===== config.mk =====
export PLATFORM = sky130hd
export DESIGN_NAME = bpc_stripe_feeder
export DESIGN_NICKNAME = d
export VERILOG_FILES = /design/src/rtl/bpc_stripe_feeder_pkg.sv /design/src/rtl/bpc_stripe_feeder_sm_conv.sv /design/src/rtl/bpc_stripe_feeder.sv
export SDC_FILE = /design/constraint.sdc
export NUM_CORES = 1
export LEC_CHECK = 0
export CAP_MARGIN = 10
export CORE_ASPECT_RATIO = 1.2
export CORE_MARGIN = 8
export CORE_UTILIZATION = 50
export CTS_CLUSTER_DIAMETER = 100
export DETAILED_ROUTE_END_ITERATION = 6
export DONT_BUFFER_PORTS = 1
export GPL_ROUTABILITY_DRIVEN = 0
export SLEW_MARGIN = 20
export SYNTH_ARGS = -nofsm -noshare
export SYNTH_HDL_FRONTEND = slang
export SYNTH_SLANG_ARGS = --single-unit

===== constraint.sdc =====
create_clock -name clk -period 2.97 [get_ports clk]
set_input_delay 0.594 -clock clk [delete_from_list [all_inputs] [get_ports clk]]
set_output_delay 0.594 -clock clk [all_outputs]
set_load 0.01 [all_outputs]

===== src/rtl/bpc_stripe_feeder_pkg.sv =====
// Shared types and defaults for the bpc stripe feeder.
package bpc_stripe_feeder_pkg;

  localparam int unsigned CB_W_DEF      = 8;
  localparam int unsigned CB_H_DEF      = 8;
  localparam int unsigned W_COEF_DEF    = 16;
  localparam int unsigned PLANE_GAP_DEF = 8;

  typedef enum logic [2:0] {
    FEED_IDLE,
    FEED_SCAN,
    FEED_EMIT,
    FEED_GAP,
    FEED_FIN
  } feed_state_t;

  // Index of the highest set bit; 0 for an all-zero input.
  function automatic logic [3:0] msb_index(input logic [15:0] v);
    logic [3:0] idx;
    idx = '0;
    for (int unsigned i = 0; i < 16; i++) begin
      if (v[i]) idx = 4'(i);
    end
    return idx;
  endfunction

endpackage


===== src/rtl/bpc_stripe_feeder_sm_conv.sv =====
// Two's complement to sign-magnitude converter; the most negative value
// saturates to the largest representable magnitude.
module sm_conv #(
  parameter int unsigned W = 16
) (
  input  logic [W-1:0] x,
  output logic [W-1:0] y
);

  logic [W-2:0] neg_low;

  // Negate via low bits only; the sign bit of -x is never needed.
  always_comb begin
    neg_low = ~x[W-2:0] + {{(W-2){1'b0}}, 1'b1};
    y       = x;
    if (x[W-1]) begin
      if (x[W-2:0] == '0) y = '1;
      else                y = {1'b1, neg_low};
    end
  end

endmodule


===== src/rtl/bpc_stripe_feeder.sv =====
// Reads a quantised code-block, finds its MSB plane, then replays it once
// per bit-plane as 4-row stripe-columns framed for the bpc.
module bpc_stripe_feeder
  import bpc_stripe_feeder_pkg::*;
#(
  parameter int unsigned CB_W      = CB_W_DEF,
  parameter int unsigned CB_H      = CB_H_DEF,
  parameter int unsigned W_COEF    = W_COEF_DEF,
  parameter int unsigned PLANE_GAP = PLANE_GAP_DEF
) (
  input  logic                             clk,
  input  logic                             rstn,
  input  logic                             start,
  output logic                             busy,
  output logic                             done,
  output logic                             zero_block,
  output logic                             mem_rd,
  output logic [$clog2(CB_W*CB_H/4)-1:0]   mem_addr,
  input  logic [4*W_COEF-1:0]              mem_q,
  output logic [W_COEF-1:0]                coeff0,
  output logic [W_COEF-1:0]                coeff1,
  output logic [W_COEF-1:0]                coeff2,
  output logic [W_COEF-1:0]                coeff3,
  output logic                             coef_en,
  output logic                             first_row,
  output logic                             first_col,
  output logic                             last_col,
  output logic                             first_plane,
  output logic [3:0]                       bit_pos,
  output logic                             plane_start,
  output logic                             plane_end
);

  localparam int unsigned N   = CB_W * CB_H / 4;
  localparam int unsigned AW  = $clog2(N);
  localparam int unsigned CLW = $clog2(CB_W);
  localparam int unsigned MW  = W_COEF - 1;
  localparam int unsigned CW  = $clog2(N + PLANE_GAP + 4);

  localparam logic [CW-1:0] CNT_N  = CW'(N);
  localparam logic [CW-1:0] CNT_N1 = CW'(N + 1);
  localparam logic [CW-1:0] CNT_GL = CW'(PLANE_GAP - 1);
  localparam logic [CW-1:0] CNT_W  = CW'(CB_W);
  localparam logic [CW-1:0] CNT_1  = CW'(1);

  feed_state_t state, state_next;

  logic [CW-1:0]     cnt;
  logic [MW-1:0]     acc;
  logic [MW-1:0]     mag_or;
  logic [MW-1:0]     acc_all;
  logic              zflag;
  logic              rd_issue;
  logic              scan_v1;
  logic              emit_v1;
  logic              fr1, fc1, lc1;
  logic [W_COEF-1:0] sm [4];

  for (genvar g = 0; g < 4; g++) begin : g_conv
    sm_conv #(.W(W_COEF)) u_conv (
      .x (mem_q[g*W_COEF +: W_COEF]),
      .y (sm[g])
    );
  end

  // Saturated magnitudes feed the MSB search so -2^(W-1) does not claim an extra plane.
  always_comb begin
    mag_or  = sm[0][MW-1:0] | sm[1][MW-1:0] | sm[2][MW-1:0] | sm[3][MW-1:0];
    acc_all = acc | (scan_v1 ? mag_or : '0);
  end

  // State register.
  always_ff @(posedge clk or negedge rstn) begin
    if (!rstn) state <= FEED_IDLE;
    else       state <= state_next;
  end

  // Next-state logic.
  always_comb begin
    state_next = state;
    unique case (state)
      FEED_IDLE: if (start) state_next = FEED_SCAN;
      FEED_SCAN: if (cnt == CNT_N) state_next = (acc_all == '0) ? FEED_FIN : FEED_EMIT;
      FEED_EMIT: if (cnt == CNT_N1) state_next = FEED_GAP;
      FEED_GAP:  if (cnt == CNT_GL) state_next = (bit_pos == 4'd0) ? FEED_FIN : FEED_EMIT;
      FEED_FIN:  state_next = FEED_IDLE;
      default:   state_next = FEED_IDLE;
    endcase
  end

  // Control outputs decoded from state and phase counter.
  always_comb begin
    rd_issue    = ((state == FEED_SCAN) || (state == FEED_EMIT)) && (cnt < CNT_N);
    mem_rd      = rd_issue;
    mem_addr    = rd_issue ? cnt[AW-1:0] : '0;
    busy        = (state != FEED_IDLE) && (state != FEED_FIN);
    done        = (state == FEED_FIN);
    zero_block  = (state == FEED_FIN) && zflag;
    plane_start = (state == FEED_EMIT) && (cnt == CNT_1);
    plane_end   = (state == FEED_GAP) && (cnt == CNT_GL);
  end

  // Phase counter, MSB accumulator, plane bookkeeping and 2-stage output pipeline.
  always_ff @(posedge clk or negedge rstn) begin
    if (!rstn) begin
      cnt         <= '0;
      acc         <= '0;
      zflag       <= 1'b0;
      bit_pos     <= '0;
      first_plane <= 1'b0;
      scan_v1     <= 1'b0;
      emit_v1     <= 1'b0;
      fr1         <= 1'b0;
      fc1         <= 1'b0;
      lc1         <= 1'b0;
      coef_en     <= 1'b0;
      coeff0      <= '0;
      coeff1      <= '0;
      coeff2      <= '0;
      coeff3      <= '0;
      first_row   <= 1'b0;
      first_col   <= 1'b0;
      last_col    <= 1'b0;
    end else begin
      if (state_next != state || state == FEED_IDLE) cnt <= '0;
      else                                            cnt <= cnt + CNT_1;

      if (state == FEED_IDLE) begin
        acc   <= '0;
        zflag <= 1'b0;
      end else if (scan_v1) begin
        acc <= acc_all;
      end

      if (state == FEED_SCAN && cnt == CNT_N) begin
        zflag <= (acc_all == '0);
        if (acc_all != '0) begin
          bit_pos     <= msb_index(16'(acc_all));
          first_plane <= 1'b1;
        end
      end else if (state == FEED_GAP && cnt == CNT_GL && bit_pos != 4'd0) begin
        bit_pos     <= bit_pos - 4'd1;
        first_plane <= 1'b0;
      end else if (state == FEED_FIN) begin
        bit_pos     <= '0;
        first_plane <= 1'b0;
      end

      // Flags ride alongside the read so they line up with its data.
      scan_v1 <= rd_issue && (state == FEED_SCAN);
      emit_v1 <= rd_issue && (state == FEED_EMIT);
      fr1     <= cnt < CNT_W;
      fc1     <= cnt[CLW-1:0] == '0;
      lc1     <= &cnt[CLW-1:0];

      coef_en   <= emit_v1;
      coeff0    <= emit_v1 ? sm[0] : '0;
      coeff1    <= emit_v1 ? sm[1] : '0;
      coeff2    <= emit_v1 ? sm[2] : '0;
      coeff3    <= emit_v1 ? sm[3] : '0;
      first_row <= emit_v1 && fr1;
      first_col <= emit_v1 && fc1;
      last_col  <= emit_v1 && lc1;
    end
  end

endmodule


==> summary.md, run 1 <==
| Metric | Value |
|---|---|
| Unrepaired setup endpoints after global routing | yes |
| Core Box Area | 0.0116 mm² |
| Final number of hold-violating endpoints | 102 |
| Seq cells post-synth | 102 |
| Synth warn | 0 |
| Clock period minus final worst setup slack | 2960 ps |
| Category of the worst setup path capture point | flip-flop |
| Area grow syn2layout | 25.4% |
| Slowest cell on the critical path | sky130_fd_sc_hd__o41ai_1 |
| Switching share of total power | 32.6% |
| EDFF count, synth | 0 |
| Net count after synthesis | 696 |
| Leading register cell type out of synthesis | sky130_fd_sc_hd__dfrtp_1 |
| Crit Path Class | in -> reg |
| DRC Markers | 0 |
| Starting density of the core | 51.4% |
| Worst skew pair latency | 360 ps |
| Crit path largest cell delay | 520 ps |
| Overall fraction of global-route tracks in use | 24.2% |
| Share of total power in combinational logic | 24.0% |
| Total negative setup slack | 0 ps |
| Power Dens Cells | 558 mW/mm² |
| Sequential cell area | 0.00255 mm² |
| Worst slew margin relative to its limit | 51.2% |
| Count of buffers from port buffering | 0 |
| Antenna violations before repair | 0 |
| Top library cells by usage in the layout, fill and taps aside | sky130_fd_sc_hd__buf_4, sky130_fd_sc_hd__dfrtp_1, sky130_fd_sc_hd__nor2_1 |
| Ys async rst share | 100% |
| Synth area leaders | sky130_fd_sc_hd__dfrtp_1, sky130_fd_sc_hd__nor2_1, sky130_fd_sc_hd__and2_1 |
| Status | complete, but fails checks |
| Die X-Extent | 116 µm |
| Global-route wire length before repair | 29100 µm |
| Final core utilization | 64.4% |
| Clock input transition at the sequential cells of the worst setup and hold paths | 80 ps |
| Area share of the leading cell type in the synthesized netlist | 43.0% |
| Final setup violation count | 0 |
| Most common cell after layout, fill and taps aside | sky130_fd_sc_hd__buf_4 |
| Seq pwr share | 43.6% |
| Critical Path Fanout Max | 5 |
| Net Switching | 0.00136 W |
| Path class of the lowest-slack min-delay path | in -> async |
| Layout cells sized above 1 | 27.5% |
| Buffer levels on the longest clock path | 2 |
| Average size of a mapped cell | 9.58 µm² |
| Max Clk Rate | 0.338 GHz |
| Average wire per cell in the routed design | 21.8 µm |
| RR Endpoint | cnt[2] |
| Number of vias per cell after detailed routing | 6.21 |
| Number of cells produced by synthesis | 620 |
| Startpoint of the most critical register-to-register path | state[2] |
| Share of the clock period used by the worst path | 99.7% |
| Internal power summed over all cells | 0.00280 W |
| Worst r2r path cells | 6 |
| Worst Setup Slack, final | 8.25 ps |
| Launching element of the worst setup path | mem_q[49] |
| Fill cells | 956 |
| Number of different library cells in the post-synthesis netlist | 85 |
| Pin count of the biggest net entering global routing | 103 |
| Leak | 3.25 nW |
| Root buf cell | sky130_fd_sc_hd__clkbuf_16 |
| Number of buffers inserted during clock tree synthesis | 9 |
| Arrival time of data at the critical path endpoint | 3190 ps |
| Max-cap violations | 0 |
| Total overflow reported by the global router | 0 |
| Antenna violation net count after detailed routing | 0 |
| DRT iter0 DRCs | 548 |
| Startpoint kind of the worst setup timing path | primary input |
| Slew Viols, Final | 0 |
| H-tree Lvls | 3 |
| Initial DRT Pass Iterations | 5 |
| Final-stage net count | 790 |
| Total inserted antenna cells | 0 |
| Row cnt | 43 |
| TritonCTS clock tree | yes |
| Maximum clock skew at final layout | 6.62 ps |
| Most frequent cell on the critical path | sky130_fd_sc_hd__nor4b_4 |
| Register-to-Register Setup Slack | 610 ps |
| Die Span Y | 135 µm |
| Worst Setup Slack post-DPL | -486 ps |
| Placed wire-length estimate after detailed placement | 14500 µm |
| I/O pins | 150 |
| Routed wire length | 19100 µm |
| Total number of vias | 5440 |
| Sequential element share of the synthesized area | 43.0% |
| Crit path required time | 3200 ps |
| Slew at the pin with the worst max-slew slack | 732 ps |
| Combined area of all synthesized cells | 0.00594 mm² |
| Number of global-route vias before repair | 5344 |
| Proportion of power drawn by the clock network | 32.3% |
| Cell accounting for the most synthesized area | sky130_fd_sc_hd__dfrtp_1 |
| Violations in the final reports | negative hold slack |
| Clock sink total | 102 |
| Setup crit end | first_plane |
| Worst IR Drop VDD | 0.386 mV |
| Ordered list of cells on the worst path | clkinv_8 > ha_4 > buf_6 > nor4b_4 > buf_4 > nand4_1 > nand3_1 > o41ai_1 > nand4bb_1 > nor4b_4 > nand2_1 > o41ai_2 > o21ai_1 |
| Area taken by multi-input logic gates | 0.00339 mm² |
| Post-Route Hold Slack | -73.2 ps |
| Die outline area | 0.0156 mm² |
-- area by class of cell --
class                           instances  area share, %
Clock inverter                          7           1.54
Timing Repair Buffer                  109           11.0
Tap cell                              157           2.64
Multi-Input combinational cell        461           45.5
Clock buffer                            9           3.02
Sequential cell                       102           34.3
Inverter                               31           1.96
-- metal layers --
metal	routed length, µm	GRT usage [%]	up-vias	share of wire [%]
met1	7290	28.1	2654	38
met4	730	11.4	0	3.8
li1	-	-	2491	-
met2	9290	40.1	246	49
met3	1770	6.96	49	9.3
met5	0	0	-	0
-- kinds of logic after synthesis --
kind of cell	synth area share [%]
compound gates	18.4
xor+xnor	2.65
fa+ha+maj	1.90
buf+inv	3.71
flops	43.0
mux	3.10
simple gates	27.2
-- timing repair --
item / CTS / global route
cloned: 0 / 0
resized for setup: 8 / 24
buffers inserted: 4 / 7
pin swaps: 3 / 8
setup endpoints to repair: 6 / 8
hold endpoints to repair: 102 / 102
-- power by group through the flow --
stage | sequential (W) | combinational [W] | clock, W
detailed placement | 0.00184 | 0.000960 | 0
floorplan | 0.00175 | 0.000721 | 0
global placement | 0.00184 | 0.000938 | 0
CTS | 0.00182 | 0.000981 | 0.00137
finish | 0.00181 | 0.00100 | 0.00134
global route | 0.00184 | 0.00112 | 0.00142
-- worst min path at each step --
stage          slack [ps]         end  startpoint  depth (start not counted)
6_report              -70  coeff0[11]        rstn                          0
5_1_grt               -90   coeff3[7]        rstn                          0
4_1_cts               -80   coeff2[3]        rstn                          0
3_5_place_dp          300   coeff3[1]        rstn                          0
3_3_place_gp          300   coeff3[1]        rstn                          0
2_1_floorplan         300      acc[0]        rstn                          0
-- cells in the mapped netlist, types with 9 or more instances --
cell and n:
sky130_fd_sc_hd__xor2_1 12, sky130_fd_sc_hd__o21ai_0 11, sky130_fd_sc_hd__a31oi_1 16, sky130_fd_sc_hd__nand2b_1 9
sky130_fd_sc_hd__inv_1 30, sky130_fd_sc_hd__nor3_1 18, sky130_fd_sc_hd__nor2b_1 13, sky130_fd_sc_hd__o31ai_1 11
sky130_fd_sc_hd__nor2_1 74, sky130_fd_sc_hd__o41ai_1 9, sky130_fd_sc_hd__clkbuf_1 19, sky130_fd_sc_hd__mux2i_1 15
sky130_fd_sc_hd__a21oi_1 38, sky130_fd_sc_hd__nand2_1 16, sky130_fd_sc_hd__ha_1 9, sky130_fd_sc_hd__dfrtp_1 102
sky130_fd_sc_hd__a41oi_1 11, sky130_fd_sc_hd__nand4_1 15, sky130_fd_sc_hd__and2_1 35
-- sequential cells by signal (all words and copies together), names as in the netlist --
register	cells
scan_v1	1
fc1	1
first_row	1
coeff3	16
first_plane	1
coeff1	16
last_col	1
state	3
cnt	5
acc	15
lc1	1
first_col	1
bit_pos	4
zflag	1
coeff2	16
emit_v1	1
coeff0	16
fr1	1
coef_en	1
-- stage by stage --
step                hold slack (ps)  total power (W)  area, µm²  std cells
finish                        -73.2          0.00416       7450        876
global route                  -87.8          0.00438       7450        876
CTS                           -79.1          0.00417       7280        869
detailed placement              302          0.00280       6880        849
global placement                301          0.00277       6880        849
floorplan                       298          0.00247       6080        620
-- worst max-delay path, delay by kind of cell --
kind	cells	cell delay, ps
compound gates	3	1010
buf+inv	3	270
fa+ha+maj	1	160
simple gates	6	1140
No activity file was read; power rests on OpenSTA's default activity.
==> inputs of run 2 (changes only) <==
Settings changed: ABC_AREA from default to 0, CORE_UTILIZATION 50 to 51, PLACE_DENSITY from default to 0.66.
==> summary.md, run 2 (synthesized netlist as in run 1, its figures left out) <==
| Metric | Value |
|---|---|
| Status | complete, but fails checks |
| Violations in the final reports | negative hold slack |
| Clock input transition at the sequential cells of the worst setup and hold paths | 80 ps |
| Crit path required time | 3230 ps |
| Cell family with the largest share of critical-path delay | simple AND/OR/NAND/NOR gates |
| Number of global-route vias before repair | 5277 |
| Clock period minus final worst setup slack | 2940 ps |
| Die Span Y | 134 µm |
| Launching element of the worst setup path | mem_q[0] |
| TritonCTS clock tree | yes |
| Total inserted antenna cells | 0 |
| Placed wire-length estimate after detailed placement | 14300 µm |
| Worst Setup Slack post-DPL | -351 ps |
| Root buf cell | sky130_fd_sc_hd__clkbuf_16 |
| Crit path largest cell delay | 520 ps |
| Starting density of the core | 51.9% |
| Slew at the pin with the worst max-slew slack | 782 ps |
| Final-stage net count | 780 |
| Clock sink total | 102 |
| Most common cell after layout, fill and taps aside | sky130_fd_sc_hd__dfrtp_1 |
| Maximum clock skew at final layout | 7.99 ps |
| DRC Markers | 0 |
| Area grow syn2layout | 23.9% |
| Final number of hold-violating endpoints | 102 |
| Core Box Area | 0.0115 mm² |
| Max Clk Rate | 0.340 GHz |
| Unrepaired setup endpoints after global routing | yes |
| Total negative setup slack | 0 ps |
| Total power of the final layout | 0.00404 W |
| Worst IR Drop VDD | 0.435 mV |
| Category of the worst setup path capture point | flip-flop |
| H-tree Lvls | 3 |
| Path class of the lowest-slack min-delay path | in -> async |
| Initial DRT Pass Iterations | 5 |
| Number of vias per cell after detailed routing | 6.25 |
| Crit Path Class | in -> reg |
| Slew Viols, Final | 0 |
| Overall fraction of global-route tracks in use | 23.5% |
| Ordered list of cells on the worst path | inv_1 > ha_4 > nor2b_4 > nand2_4 > o311ai_2 > o21ai_1 > or4_4 > or3_4 > a2111oi_4 > a21oi_2 > o221ai_1 |
| Startpoint of the most critical register-to-register path | state[2] |
| Startpoint kind of the worst setup timing path | primary input |
| Layout cells sized above 1 | 26.2% |
| Total overflow reported by the global router | 0 |
| Leak | 3.20 nW |
| Max-cap violations | 0 |
| Antenna violations before repair | 0 |
| Worst r2r path cells | 6 |
| Top library cells by usage in the layout, fill and taps aside | sky130_fd_sc_hd__dfrtp_1, sky130_fd_sc_hd__buf_4, sky130_fd_sc_hd__nor2_1 |
| Worst skew pair latency | 350 ps |
| Average wire per cell in the routed design | 21.6 µm |
| DRT iter0 DRCs | 557 |
| Total number of vias | 5414 |
| Number of buffers inserted during clock tree synthesis | 9 |
| Worst slew margin relative to its limit | 47.9% |
| Area of placed instances | 0.00686 mm² |
| Die X-Extent | 115 µm |
| Arrival time of data at the critical path endpoint | 3200 ps |
| Die outline area | 0.0154 mm² |
| Final setup violation count | 0 |
| Power Dens Cells | 549 mW/mm² |
| Pin count of the biggest net entering global routing | 103 |
| Buffer levels on the longest clock path | 2 |
| Slowest cell on the critical path | sky130_fd_sc_hd__or4_4 |
| Row cnt | 43 |
| Buffer and inverter count on the worst path | 1 |
| WP depth | 11 |
| Count of buffers from port buffering | 0 |
| Worst Setup Slack, final | 31.0 ps |
| Post-Route Hold Slack | -72.4 ps |
| Routed wire length | 18700 µm |
| Total non-filler cell area in the finished layout | 0.00736 mm² |
| Global-route wire length before repair | 28300 µm |
| I/O pins | 150 |
| Antenna violation net count after detailed routing | 0 |
| Critical Path Fanout Max | 5 |
| Share of the clock period used by the worst path | 99.0% |
## run 2: cell types whose count changed in the layout (fill, tap and decap cells not counted), sizes merged
cell / before / now
clkinvlp: 1 / 0
clkinv: 4 / 5
bufinv: 2 / 0
inv: 31 / 33
buf: 109 / 99
## run 2: per-layer routing
metal / GRT usage [%] / vias up / routed length, µm
li1: - / 2466 / -
met1: 26.4 / 2672 / 6840
met2: 40.7 / 229 / 9610
met3: 6.56 / 47 / 1570
met4: 10.2 / 0 / 651
met5: 0 / - / 0
## run 2: metrics by stage
stage	utilization, %	std cells
final	64.2	866
after global routing	64.2	866
after CTS	62.6	862
after detailed placement	59.8	846
after global placement	59.8	846
after floorplan	-	620
## run 2: area by class of cell
cell class	instances	area, µm²
Multi-Input combinational cell	461	3430
Tap cell	157	196
Clock inverter	7	86.3
Sequential cell	102	2550
Inverter	31	124
Clock buffer	9	225
Timing Repair Buffer	99	743
Fill cell	946	4100
## run 2: power breakdown
group / internal, W / switching [W] / total [W]
Combinational: 0.000452 / 0.000545 / 0.000998
Clock: 0.000605 / 0.000618 / 0.00122
Sequential: 0.00159 / 0.000230 / 0.00182
Total: 0.00265 / 0.00139 / 0.00404
## run 2: timing repair
item / CTS / global route
setup buffers: 0 / 5
setup endpoints to repair: 0 / 7
gates resized for setup: 0 / 25
hold endpoints to repair: 102 / 102
## run 2: final timing paths
kind | endpoint | slack (ps)
hold / removal | coeff3[7] | -70
hold reg to reg | last_col | 460
setup / recovery | bit_pos[2] | 30
min in group clk | coeff3[0] | 380
setup reg to reg | cnt[3] | 580
max in group asynchronous | acc[6] | 2890
